[config.mk]
export PLATFORM = sky130hd
export DESIGN_NAME = morphle_eval_seq
export DESIGN_NICKNAME = d
export VERILOG_FILES = /design/src/rtl/morphle_eval_seq_pkg.sv /design/src/rtl/morphle_eval_seq_dr_sync_detect.sv /design/src/rtl/morphle_eval_seq.sv
export SDC_FILE = /design/constraint.sdc
export NUM_CORES = 1
export LEC_CHECK = 0
export CORE_AREA = 2 2 72 74
export CTS_CLUSTER_DIAMETER = 60
export DETAILED_ROUTE_END_ITERATION = 6
export DIE_AREA = 0 0 74 76
export PLACE_DENSITY = 0.66
export SYNTH_ARGS = -nofsm -noshare
export SYNTH_HDL_FRONTEND = slang
export SYNTH_SLANG_ARGS = --single-unit
[constraint.sdc]
create_clock -name clk -period 2.6 [get_ports clk]
set_input_delay 0.78 -clock clk [delete_from_list [all_inputs] [get_ports clk]]
set_output_delay 0.78 -clock clk [all_outputs]
set_load 0.1 [all_outputs]
[src/rtl/morphle_eval_seq_pkg.sv]
`default_nettype none
// ============================================================================
// Module   : morphle_eval_seq_pkg
// Brief    : Dual-rail codes, sequencer states and lane-check helpers
// Revision : 1.0
// ============================================================================
package morphle_eval_seq_pkg;

    localparam int MAX_LANES = 16;
    localparam int DR_W      = 2 * MAX_LANES;

    localparam logic [1:0] C_VEMPTY   = 2'b00;
    localparam logic [1:0] C_V0       = 2'b01;
    localparam logic [1:0] C_V1       = 2'b10;
    localparam logic [1:0] C_VILLEGAL = 2'b11;

    typedef enum logic [2:0] {
        ST_CLR   = 3'd0,
        ST_IDLE  = 3'd1,
        ST_EVAL  = 3'd2,
        ST_MATCH = 3'd3,
        ST_DRAIN = 3'd4,
        ST_RESP  = 3'd5
    } state_e;

    // Vectors are zero-padded to DR_W; only the low n lanes are inspected.
    function automatic logic lanes_all_valid(input logic [DR_W-1:0] v, input int n);
        logic ok;
        ok = 1'b1;
        for (int i = 0; i < MAX_LANES; i++) begin
            if (i < n && (v[2*i +: 2] == C_VEMPTY || v[2*i +: 2] == C_VILLEGAL)) ok = 1'b0;
        end
        return ok;
    endfunction

    function automatic logic lanes_all_empty(input logic [DR_W-1:0] v, input int n);
        logic ok;
        ok = 1'b1;
        for (int i = 0; i < MAX_LANES; i++) begin
            if (i < n && v[2*i +: 2] != C_VEMPTY) ok = 1'b0;
        end
        return ok;
    endfunction

    function automatic logic lanes_any_illegal(input logic [DR_W-1:0] v, input int n);
        logic hit;
        hit = 1'b0;
        for (int i = 0; i < MAX_LANES; i++) begin
            if (i < n && v[2*i +: 2] == C_VILLEGAL) hit = 1'b1;
        end
        return hit;
    endfunction

endpackage
`default_nettype wire

[src/rtl/morphle_eval_seq_dr_sync_detect.sv]
`default_nettype none
// ============================================================================
// Module   : dr_sync_detect
// Brief    : 2-flop synchroniser for the array outputs plus two-sample
//            all-valid / all-empty detection and illegal-code detection
// Revision : 1.0
// ============================================================================
module dr_sync_detect
    import morphle_eval_seq_pkg::*;
#(
    parameter int OW = 2
) (
    input  logic            clk,
    input  logic            reset_n,
    input  logic [2*OW-1:0] arr_out,
    output logic [2*OW-1:0] sync_out,
    output logic            all_valid,
    output logic            all_empty,
    output logic            any_illegal
);

    logic [2*OW-1:0] meta_q, meta_d;
    logic [2*OW-1:0] sync_q, sync_d;
    logic            valid_prev_q, valid_prev_d;
    logic            empty_prev_q, empty_prev_d;
    logic            w_valid_now, w_empty_now, w_illegal_now;

    always_comb begin
        w_valid_now   = lanes_all_valid(DR_W'(sync_q), OW);
        w_empty_now   = lanes_all_empty(DR_W'(sync_q), OW);
        w_illegal_now = lanes_any_illegal(DR_W'(sync_q), OW);
        meta_d        = arr_out;
        sync_d        = meta_q;
        valid_prev_d  = w_valid_now;
        empty_prev_d  = w_empty_now;
    end

    always_ff @(posedge clk or negedge reset_n) begin
        if (!reset_n) begin
            meta_q       <= '0;
            sync_q       <= '0;
            valid_prev_q <= 1'b0;
            empty_prev_q <= 1'b0;
        end else begin
            meta_q       <= meta_d;
            sync_q       <= sync_d;
            valid_prev_q <= valid_prev_d;
            empty_prev_q <= empty_prev_d;
        end
    end

    assign sync_out    = sync_q;
    assign all_valid   = w_valid_now && valid_prev_q;
    assign all_empty   = w_empty_now && empty_prev_q;
    assign any_illegal = w_illegal_now;

endmodule
`default_nettype wire

[src/rtl/morphle_eval_seq.sv]
`default_nettype none
// ============================================================================
// Module   : morphle_eval_seq
// Brief    : Synchronous sequencer running one evaluation cycle through a
//            self-timed Morphle cell array (inputs, match wave, drain, result)
// Revision : 1.0
// ============================================================================
module morphle_eval_seq
    import morphle_eval_seq_pkg::*;
#(
    parameter int IW        = 4,
    parameter int OW        = 2,
    parameter int RST_CYC   = 4,
    parameter int MATCH_CYC = 3,
    parameter int TMO       = 255
) (
    input  logic            clk,
    input  logic            reset_n,
    input  logic            cmd_valid,
    output logic            cmd_ready,
    input  logic [IW-1:0]   cmd_data,
    input  logic [OW-1:0]   cmd_match,
    output logic            rsp_valid,
    input  logic            rsp_ready,
    output logic [OW-1:0]   rsp_data,
    output logic            rsp_err,
    output logic            cell_reset,
    output logic [2*IW-1:0] arr_in,
    output logic [2*OW-1:0] arr_match,
    input  logic [2*OW-1:0] arr_out
);

    state_e          state_q, state_d;
    logic [7:0]      cnt_q, cnt_d;
    logic            err_q, err_d;
    logic [IW-1:0]   cmd_data_q, cmd_data_d;
    logic [OW-1:0]   cmd_match_q, cmd_match_d;
    logic [OW-1:0]   rsp_data_q, rsp_data_d;
    logic            cmd_ready_q, cmd_ready_d;
    logic            rsp_valid_q, rsp_valid_d;
    logic            rsp_err_q, rsp_err_d;
    logic            cell_reset_q, cell_reset_d;
    logic [2*IW-1:0] arr_in_q, arr_in_d;
    logic [2*OW-1:0] arr_match_q, arr_match_d;

    logic [2*OW-1:0] w_sync;
    logic            w_all_valid, w_all_empty, w_any_illegal;
    logic            w_fault;

    dr_sync_detect #(.OW(OW)) u_sync (
        .clk         (clk),
        .reset_n     (reset_n),
        .arr_out     (arr_out),
        .sync_out    (w_sync),
        .all_valid   (w_all_valid),
        .all_empty   (w_all_empty),
        .any_illegal (w_any_illegal)
    );

    always_comb begin
        state_d     = state_q;
        cnt_d       = cnt_q + 8'd1;
        err_d       = err_q;
        cmd_data_d  = cmd_data_q;
        cmd_match_d = cmd_match_q;
        rsp_data_d  = rsp_data_q;
        w_fault     = 1'b0;

        case (state_q)
            ST_CLR: begin
                if (cnt_q == 8'(RST_CYC - 1)) begin
                    state_d = err_q ? ST_RESP : ST_IDLE;
                    cnt_d   = '0;
                end
            end
            ST_IDLE: begin
                cnt_d = '0;
                if (cmd_valid && cmd_ready_q) begin
                    cmd_data_d  = cmd_data;
                    cmd_match_d = cmd_match;
                    state_d     = ST_EVAL;
                end
            end
            ST_EVAL: begin
                if (w_any_illegal) begin
                    w_fault = 1'b1;
                end else if (w_all_valid) begin
                    for (int i = 0; i < OW; i++) rsp_data_d[i] = (w_sync[2*i +: 2] == C_V1);
                    cnt_d   = '0;
                    state_d = ST_MATCH;
                end else if (cnt_q == 8'(TMO - 1)) begin
                    w_fault = 1'b1;
                end
            end
            ST_MATCH: begin
                if (cnt_q == 8'(MATCH_CYC - 1)) begin
                    cnt_d   = '0;
                    state_d = ST_DRAIN;
                end
            end
            ST_DRAIN: begin
                if (w_any_illegal) begin
                    w_fault = 1'b1;
                end else if (w_all_empty) begin
                    cnt_d   = '0;
                    state_d = ST_RESP;
                end else if (cnt_q == 8'(TMO - 1)) begin
                    w_fault = 1'b1;
                end
            end
            ST_RESP: begin
                cnt_d = '0;
                if (rsp_ready) begin
                    err_d   = 1'b0;
                    state_d = ST_IDLE;
                end
            end
            default: begin
                cnt_d   = '0;
                state_d = ST_CLR;
            end
        endcase

        // Timeout and illegal codes share one recovery path: clear the array, then report.
        if (w_fault) begin
            err_d      = 1'b1;
            rsp_data_d = '0;
            cnt_d      = '0;
            state_d    = ST_CLR;
        end

        cmd_ready_d  = (state_d == ST_IDLE);
        rsp_valid_d  = (state_d == ST_RESP);
        rsp_err_d    = (state_d == ST_RESP) && err_d;
        cell_reset_d = (state_d == ST_CLR);

        arr_in_d = '0;
        if (state_d == ST_EVAL || state_d == ST_MATCH) begin
            for (int i = 0; i < IW; i++) arr_in_d[2*i +: 2] = cmd_data_d[i] ? C_V1 : C_V0;
        end

        arr_match_d = '0;
        if (state_d == ST_MATCH) begin
            for (int i = 0; i < OW; i++) arr_match_d[2*i +: 2] = cmd_match_d[i] ? C_V1 : C_V0;
        end
    end

    always_ff @(posedge clk or negedge reset_n) begin
        if (!reset_n) begin
            state_q      <= ST_CLR;
            cnt_q        <= '0;
            err_q        <= 1'b0;
            cmd_data_q   <= '0;
            cmd_match_q  <= '0;
            rsp_data_q   <= '0;
            cmd_ready_q  <= 1'b0;
            rsp_valid_q  <= 1'b0;
            rsp_err_q    <= 1'b0;
            cell_reset_q <= 1'b1;
            arr_in_q     <= '0;
            arr_match_q  <= '0;
        end else begin
            state_q      <= state_d;
            cnt_q        <= cnt_d;
            err_q        <= err_d;
            cmd_data_q   <= cmd_data_d;
            cmd_match_q  <= cmd_match_d;
            rsp_data_q   <= rsp_data_d;
            cmd_ready_q  <= cmd_ready_d;
            rsp_valid_q  <= rsp_valid_d;
            rsp_err_q    <= rsp_err_d;
            cell_reset_q <= cell_reset_d;
            arr_in_q     <= arr_in_d;
            arr_match_q  <= arr_match_d;
        end
    end

    assign cmd_ready  = cmd_ready_q;
    assign rsp_valid  = rsp_valid_q;
    assign rsp_data   = rsp_data_q;
    assign rsp_err    = rsp_err_q;
    assign cell_reset = cell_reset_q;
    assign arr_in     = arr_in_q;
    assign arr_match  = arr_match_q;

endmodule
`default_nettype wire

; ---- Word level (Yosys, flattened, before mapping)
; Cells that the tools add are included.
[totals]
wordCells = 100
input_bits = 14
mem_count = 0
regBits = 46
rom_bits = 0
mem_bits_rw = 0
latch_bits = 0
[op_classes]
n_lt_le_gt_ge = 0
add_sub_neg = 1
n_eq_ne = 17
n_div = 0
bitwise = 0
n_shift = 0
n_reduce_logical = 16
multipliers = 0
mux = 50
[ops]
columns = op, count
row1 = $mux 8, 8
row2 = $pmux 8 s4, 1
row3 = $mux 3, 10
row4 = $mux 2, 12
row5 = $pmux 3 s6, 1
row6 = $eq 8x2->1 const B, 2
row7 = $mux 1, 14
row8 = $eq 3x2->1 const B, 4
row9 = $mux 4, 3
row10 = $eq 3x3->1 const B, 3
row11 = $add 8x1->8 const B, 1
row12 = $eq 2x2->1 const B, 4
row13 = $eq 8x8->1 const B, 1
row14 = $reduce_bool 2->1, 4
row15 = $eq 3x1->1 const B, 2
row16 = $logic_not 3->1, 2
row17 = $logic_and 1x1->1, 4
row18 = $logic_not 2->1, 2
row19 = $logic_or 1x1->1, 3
row20 = $reduce_and 3->1, 1
row21 = $ne 2x2->1 const B, 1
row22 = $pmux 1 s2, 1

; ---- Depth between registers and ports, before layout
[logic_depth]
depth_word = 12
ltp_mapped = 7

; ---- By module
; Synthesis repeated with hierarchy kept, for this count alone.
[hier_totals]
hier_cells = 160
hier_area_um2 = 2024.4
[modules_own_cells]
columns = mod, seq_area_each_um2, cells_each, area_per_inst_um2, n_inst
row1 = morphle_eval_seq, 902.1, 137, 1677.9, 1
row2 = dr_sync_detect, 250.2, 23, 346.6, 1

; ---- Worst setup path after synthesis
; Ideal clock, no wire load.
[synth_path]
path_type = reg2reg
startpoint = register cmd_ready_q (netlist: cmd_ready)
endpoint = register arr_match_q[3] (netlist: arr_match[3])
required_time_ns = 2.481
path_buffers = 0
setup_time_ns = 0.119
arrival_time_ns = 2.004
setup_slack_ns = 0.477
synth_period_minus_slack_ns = 2.123
stages_incl_launch_ff = 5
path_cell_list = dfrtp_1 > nand3b_4 > nor3_2 > mux2_2 > and2_1
[synth_between]
elab_cells_between_ends = 9
[synth_rtl]
columns = element, line_no
row1 = start: declaration, morphle_eval_seq.sv:39  ; logic cmd_ready_q, cmd_ready_d;
row2 = start signal: assignment, morphle_eval_seq.sv:169  ; cmd_ready_q <= cmd_ready_d;
row3 = $logic_and 1x1->1, morphle_eval_seq.sv:78  ; if (cmd_valid && cmd_ready_q) begin
row4 = $mux 2, morphle_eval_seq.sv:78
row5 = $mux 2, morphle_eval_seq.sv:69  ; case (state_q)
row6 = named net cmd_match_d[1], morphle_eval_seq.sv:37  ; logic [OW-1:0] cmd_match_q, cmd_match_d;
row7 = $mux 2, morphle_eval_seq.sv:144  ; for (int i = 0; i < OW; i++) arr_match_d[2*i +: 2] = cmd_match_d[i] ? C_V1 : C_V0;
row8 = $mux 4, morphle_eval_seq.sv:143  ; if (state_d == ST_MATCH) begin
row9 = named net arr_match_d[3], morphle_eval_seq.sv:44  ; logic [2*OW-1:0] arr_match_q, arr_match_d;
row10 = end signal: assignment, morphle_eval_seq.sv:174  ; arr_match_q <= arr_match_d;
row11 = end: declaration, morphle_eval_seq.sv:44
; The timed path passes the listed nets, and every way through them passes these cells.
; A chain may end at the register's enable or synchronous reset.

; ---- Final worst setup path
[layout_path]
startpoint = register u_sync.sync_q[2] (netlist: u_sync.sync_out[2])
endpoint = register cnt_q[6]
[layout_between]
elab_chain_cells = 8
elab_cells_between_ends = 20
[layout_lines]
columns = element, line_no
row1 = start: declaration, morphle_eval_seq_dr_sync_detect.sv:23  ; logic [2*OW-1:0] sync_q, sync_d;
row2 = start signal: assignment, morphle_eval_seq_dr_sync_detect.sv:46  ; sync_q <= sync_d;
row3 = $eq 2x2->1 / $logic_not 2->1 (equally long branches), "morphle_eval_seq_pkg.sv:31, morphle_eval_seq_pkg.sv:49"
row4 = $logic_or 1x1->1, morphle_eval_seq_pkg.sv:31  ; if (i < n && (v[2*i +: 2] == C_VEMPTY || v[2*i +: 2] == C_VILLEGAL)) ok = 1'b0;
row5 = $mux 1, morphle_eval_seq_pkg.sv:31
row6 = $logic_and 1x1->1, morphle_eval_seq_dr_sync_detect.sv:53  ; assign all_valid = w_valid_now && valid_prev_q;
row7 = $mux 8 / $mux 1 (equally long branches), morphle_eval_seq.sv:87  ; end else if (w_all_valid) begin
row8 = $mux 8 / $mux 1 (equally long branches), morphle_eval_seq.sv:85  ; if (w_any_illegal) begin
row9 = $pmux 8 s4 / $pmux 1 s2 (equally long branches), morphle_eval_seq.sv:69
row10 = $mux 8 *, morphle_eval_seq.sv:125  ; if (w_fault) begin
row11 = named net cnt_d[6], morphle_eval_seq.sv:34  ; logic [7:0] cnt_q, cnt_d;
row12 = end signal: assignment, morphle_eval_seq.sv:164  ; cnt_q <= cnt_d;
row13 = end: declaration, morphle_eval_seq.sv:34
; Mark *: on every way through the listed nets, which the timed path passes. The rest lies on a longest branch.

==> results.toml <==
[power_and_ir_drop]
clkPwrFrac_pct = 23.1
p_sw_share_pct = 41.3
p_comb_share_pct = 39.8
seq_power_share_pct = 37.1
leakagePower_nw = 1.23
ir_drop_uv = 495
internal-power_mw = 1.58
p_per_area_mw_per_mm2 = 1050
netSwitchingPower_mw = 1.12
total_power_mw = 2.70

[clocking]
cts_resized = 0
post-cts-setup-buffer-count = 0
cts_num_sinks = 46
cts_root_buf = "clkbuf_8"
clock_latency_ns = 0.30
cts_buffer_depth = 2
path_clk_slew_ns = 0.08
hold_buffers = 0
cts_tree = "yes"
cts_made_buffers = 5
htreeDepth = 2

[synthesis]
synth_seq_cells = 46
yosysSeqAreaShare_pct = 54.6
synth_nets = 194
ys_warn_count = 0
syn-cell-area_mm2 = 0.00211
postSynthCellCount = 172
synthTopCellsByArea = "dfrtp_1, ha_1, nor3_2"
syn_area_per_cell_um2 = 12.3
synth.top_cell.area_share_pct = 53.3
synth_top_area_cell = "dfrtp_1"
synth_cell_types = 45
synthArstFlopShare_pct = 100
synth-edff-count = 0
synth_ff_type = "dfrtp_1"

[critical_path]
cp.arrival_ns = 2.29
r2r-end = "cnt_q[6]"
crit_type = "reg2reg"
critPathRequiredTime_ns = 2.77
cp-end-kind = "register"
reg2reg_setup_slack_ns = 0.48
reg2regPathDepth = 6
crit_fanout = 8
r2r-start = "u_sync.sync_out[2]"
worst_setup_path_start_kind = "register"

[timing]
finalSetupViolations = 0
relSlewSlack_pct = 68.1
worst_clock_skew_ns = 0.00499
worstMarginPinSlew_ns = 0.474
rsz0062_at_grt = "false"
hold_viol_final = 0
fin_tns_setup_ns = 0
max_freq_mhz = 471
period_share_pct = 81.7
maxSlewViolCount = 0
finalCriticalPeriod_ns = 2.12

[min_path]
worstHoldPathCells = 0
holdPathEnd = "u_sync.sync_out[3]"
min_from = "u_sync.meta_q[3]"
hold_path_class = "reg2reg"

[cells_and_area]
area_delta_synth_final_pct = 21.4
final_nets = 228
n_antenna_cell = 0
regArea_mm2 = 0.00115
drive_above_1_share_pct = 24.2
fill_cells = 435
multiInputGateArea_um2 = 870

[detailed_routing]
first_pass_iters = 4
routed_wl_mm = 3.88
route.detailed.drc = 0
wl_per_cell_um = 14.0
routed_via_density = 5.05
drtAntennaViolNets = 0
dr.first_iter.drc_count = 93
num_vias = 1398

[grt]
grt_overflow = 0
grt_max_degree = 28
antenna_found_initial = 0
grt_pass1_wl_mm = 6.60
grt_pass1_vias = 1444
globalRouteTotalUtil_pct = 15.2

[outcome]
outcome = "finished clean"

[placement]
dp_hpwl_mm = 2.81
finalWeightedCongestion = 0.942
portBuffers = 31

[floorplanning]
die_w_um = 74
row_count = 26
num_io_pins = 32
initial_core_util_pct = 43.0
dieArea_mm2 = 0.00562
coreArea_mm2 = 0.00491
die_y_um = 76

[job]
cap_violations = 0
-- critical path, stage by stage (launching register included) --
cell     delay [ns]
dfrtp_1        0.36
inv_1          0.07
ha_1           0.31
and3_1         0.19
a32oi_1        0.42
and3_1         0.55
nor3_2         0.10
-- metrics by stage --
step / hold WS (ns) / setup slack [ns] / std cells / util, % / cell area [um2]
3_3_place_gp: 0.332 / 0.262 / 269 / 49.4 / 2430
3_5_place_dp: 0.335 / 0.206 / 269 / 49.4 / 2430
6_report: 0.353 / 0.476 / 277 / 52.2 / 2560
4_1_cts: 0.354 / 0.459 / 277 / 52.2 / 2560
5_1_grt: 0.372 / 0.303 / 277 / 52.2 / 2560
2_1_floorplan: 0.331 / 0.477 / 172 / - / 2110
-- synth_stat cells (2+ instances only) --
cell / n
mux2_2: 2
o21ai_0: 3
and3_1: 5
xor2_1: 6
nand4_1: 2
a32oi_1: 2
nor3b_1: 2
or2_2: 2
nand2_1: 4
nor2b_1: 6
buf_2: 3
dfrtp_1: 45
buf_6: 3
mux2i_1: 6
nand3_1: 10
a32oi_2: 2
inv_1: 11
and2_1: 9
a21oi_1: 2
ha_1: 8
nor2_1: 7
nor3_2: 9
-- cell type report --
| type | count | area share (%) |
|---|---|---|
| clock inverters | 3 | 2.68 |
| well taps | 70 | 3.42 |
| multi-input cells | 109 | 33.9 |
| clock buffers | 5 | 2.68 |
| repair buffers | 33 | 10.7 |
| flip-flops and latches | 46 | 44.9 |
| inverters | 11 | 1.61 |
-- cell usage in the layout (no fill, tap or decap), types with 2 or more instances in the layout --
master            n
a21oi_1           2
a32oi_1           2
a32oi_2           2
and2_1            9
and3_1            5
buf_4            20
bufinv_16         2
clkbuf_8          5
clkdlybuf4s50_1  12
dfrtp_1          45
ha_1              8
inv_1            11
mux2_2            2
mux2i_1           6
nand2_1           4
nand3_1          10
nand4_1           2
nor2_1            7
nor2b_1           6
nor3_2            9
nor3b_1           2
o21ai_0           3
or2_2             2
xor2_1            6
-- power by group through the flow --
stage               sequential, mW  combinational [mW]  clock, mW
finish                        1.00                1.07      0.624
global route                  1.03                1.15      0.673
CTS                           1.00                1.08      0.639
detailed placement            1.02                1.08          0
global placement              1.01                1.05          0
floorplan                     1.35               0.552          0
-- per-layer routing --
| metal | global-route usage [%] | vias up | wire length (um) |
|---|---|---|---|
| li1 | - | 666 | - |
| met1 | 19.4 | 693 | 1630 |
| met2 | 24.3 | 34 | 2020 |
| met3 | 4.37 | 5 | 184 |
| met4 | 5.45 | 0 | 44 |
| met5 | 0 | - | 0 |
-- how the worst max path moves through the flow --
| stage | from | endpoint | slack, ns | depth (start not counted) |
|---|---|---|---|---|
| 5_1_grt | u_sync.sync_out[3] | cnt_q[2] | 0.30 | 6 |
| 3_3_place_gp | cmd_valid | arr_in[6] | 0.26 | 5 |
| 4_1_cts | u_sync.sync_out[2] | cnt_q[6] | 0.46 | 6 |
| 6_report | u_sync.sync_out[2] | cnt_q[6] | 0.48 | 6 |
| 3_5_place_dp | cmd_valid | arr_in[1] | 0.21 | 5 |
| 2_1_floorplan | cmd_ready | arr_match[3] | 0.48 | 4 |
-- state kept, by name, indices dropped and copies added, names as in the netlist --
signal,cells
arr_in,8
cnt_q,8
arr_match,4
cmd_data_q,4
u_sync.meta_q,4
u_sync.sync_out,4
state_q,3
cmd_match_q,2
rsp_data,2
cell_reset,1
cmd_ready,1
err_q,1
rsp_err,1
rsp_valid,1
u_sync.empty_prev_q,1
u_sync.valid_prev_q,1
-- logic make-up (layout without fill, tap and decap cells) --
| group | Yosys count | in the layout | share of synthesized area, % |
|---|---|---|---|
| xor+xnor | 7 | 7 | 2.90 |
| compound gates | 20 | 20 | 8.18 |
| flops | 46 | 46 | 54.6 |
| buf+inv | 17 | 52 | 4.27 |
| fa+ha+maj | 9 | 9 | 5.27 |
| simple gates | 64 | 64 | 20.2 |
| mux | 9 | 9 | 4.62 |
(Power assumes the default switching activity.)
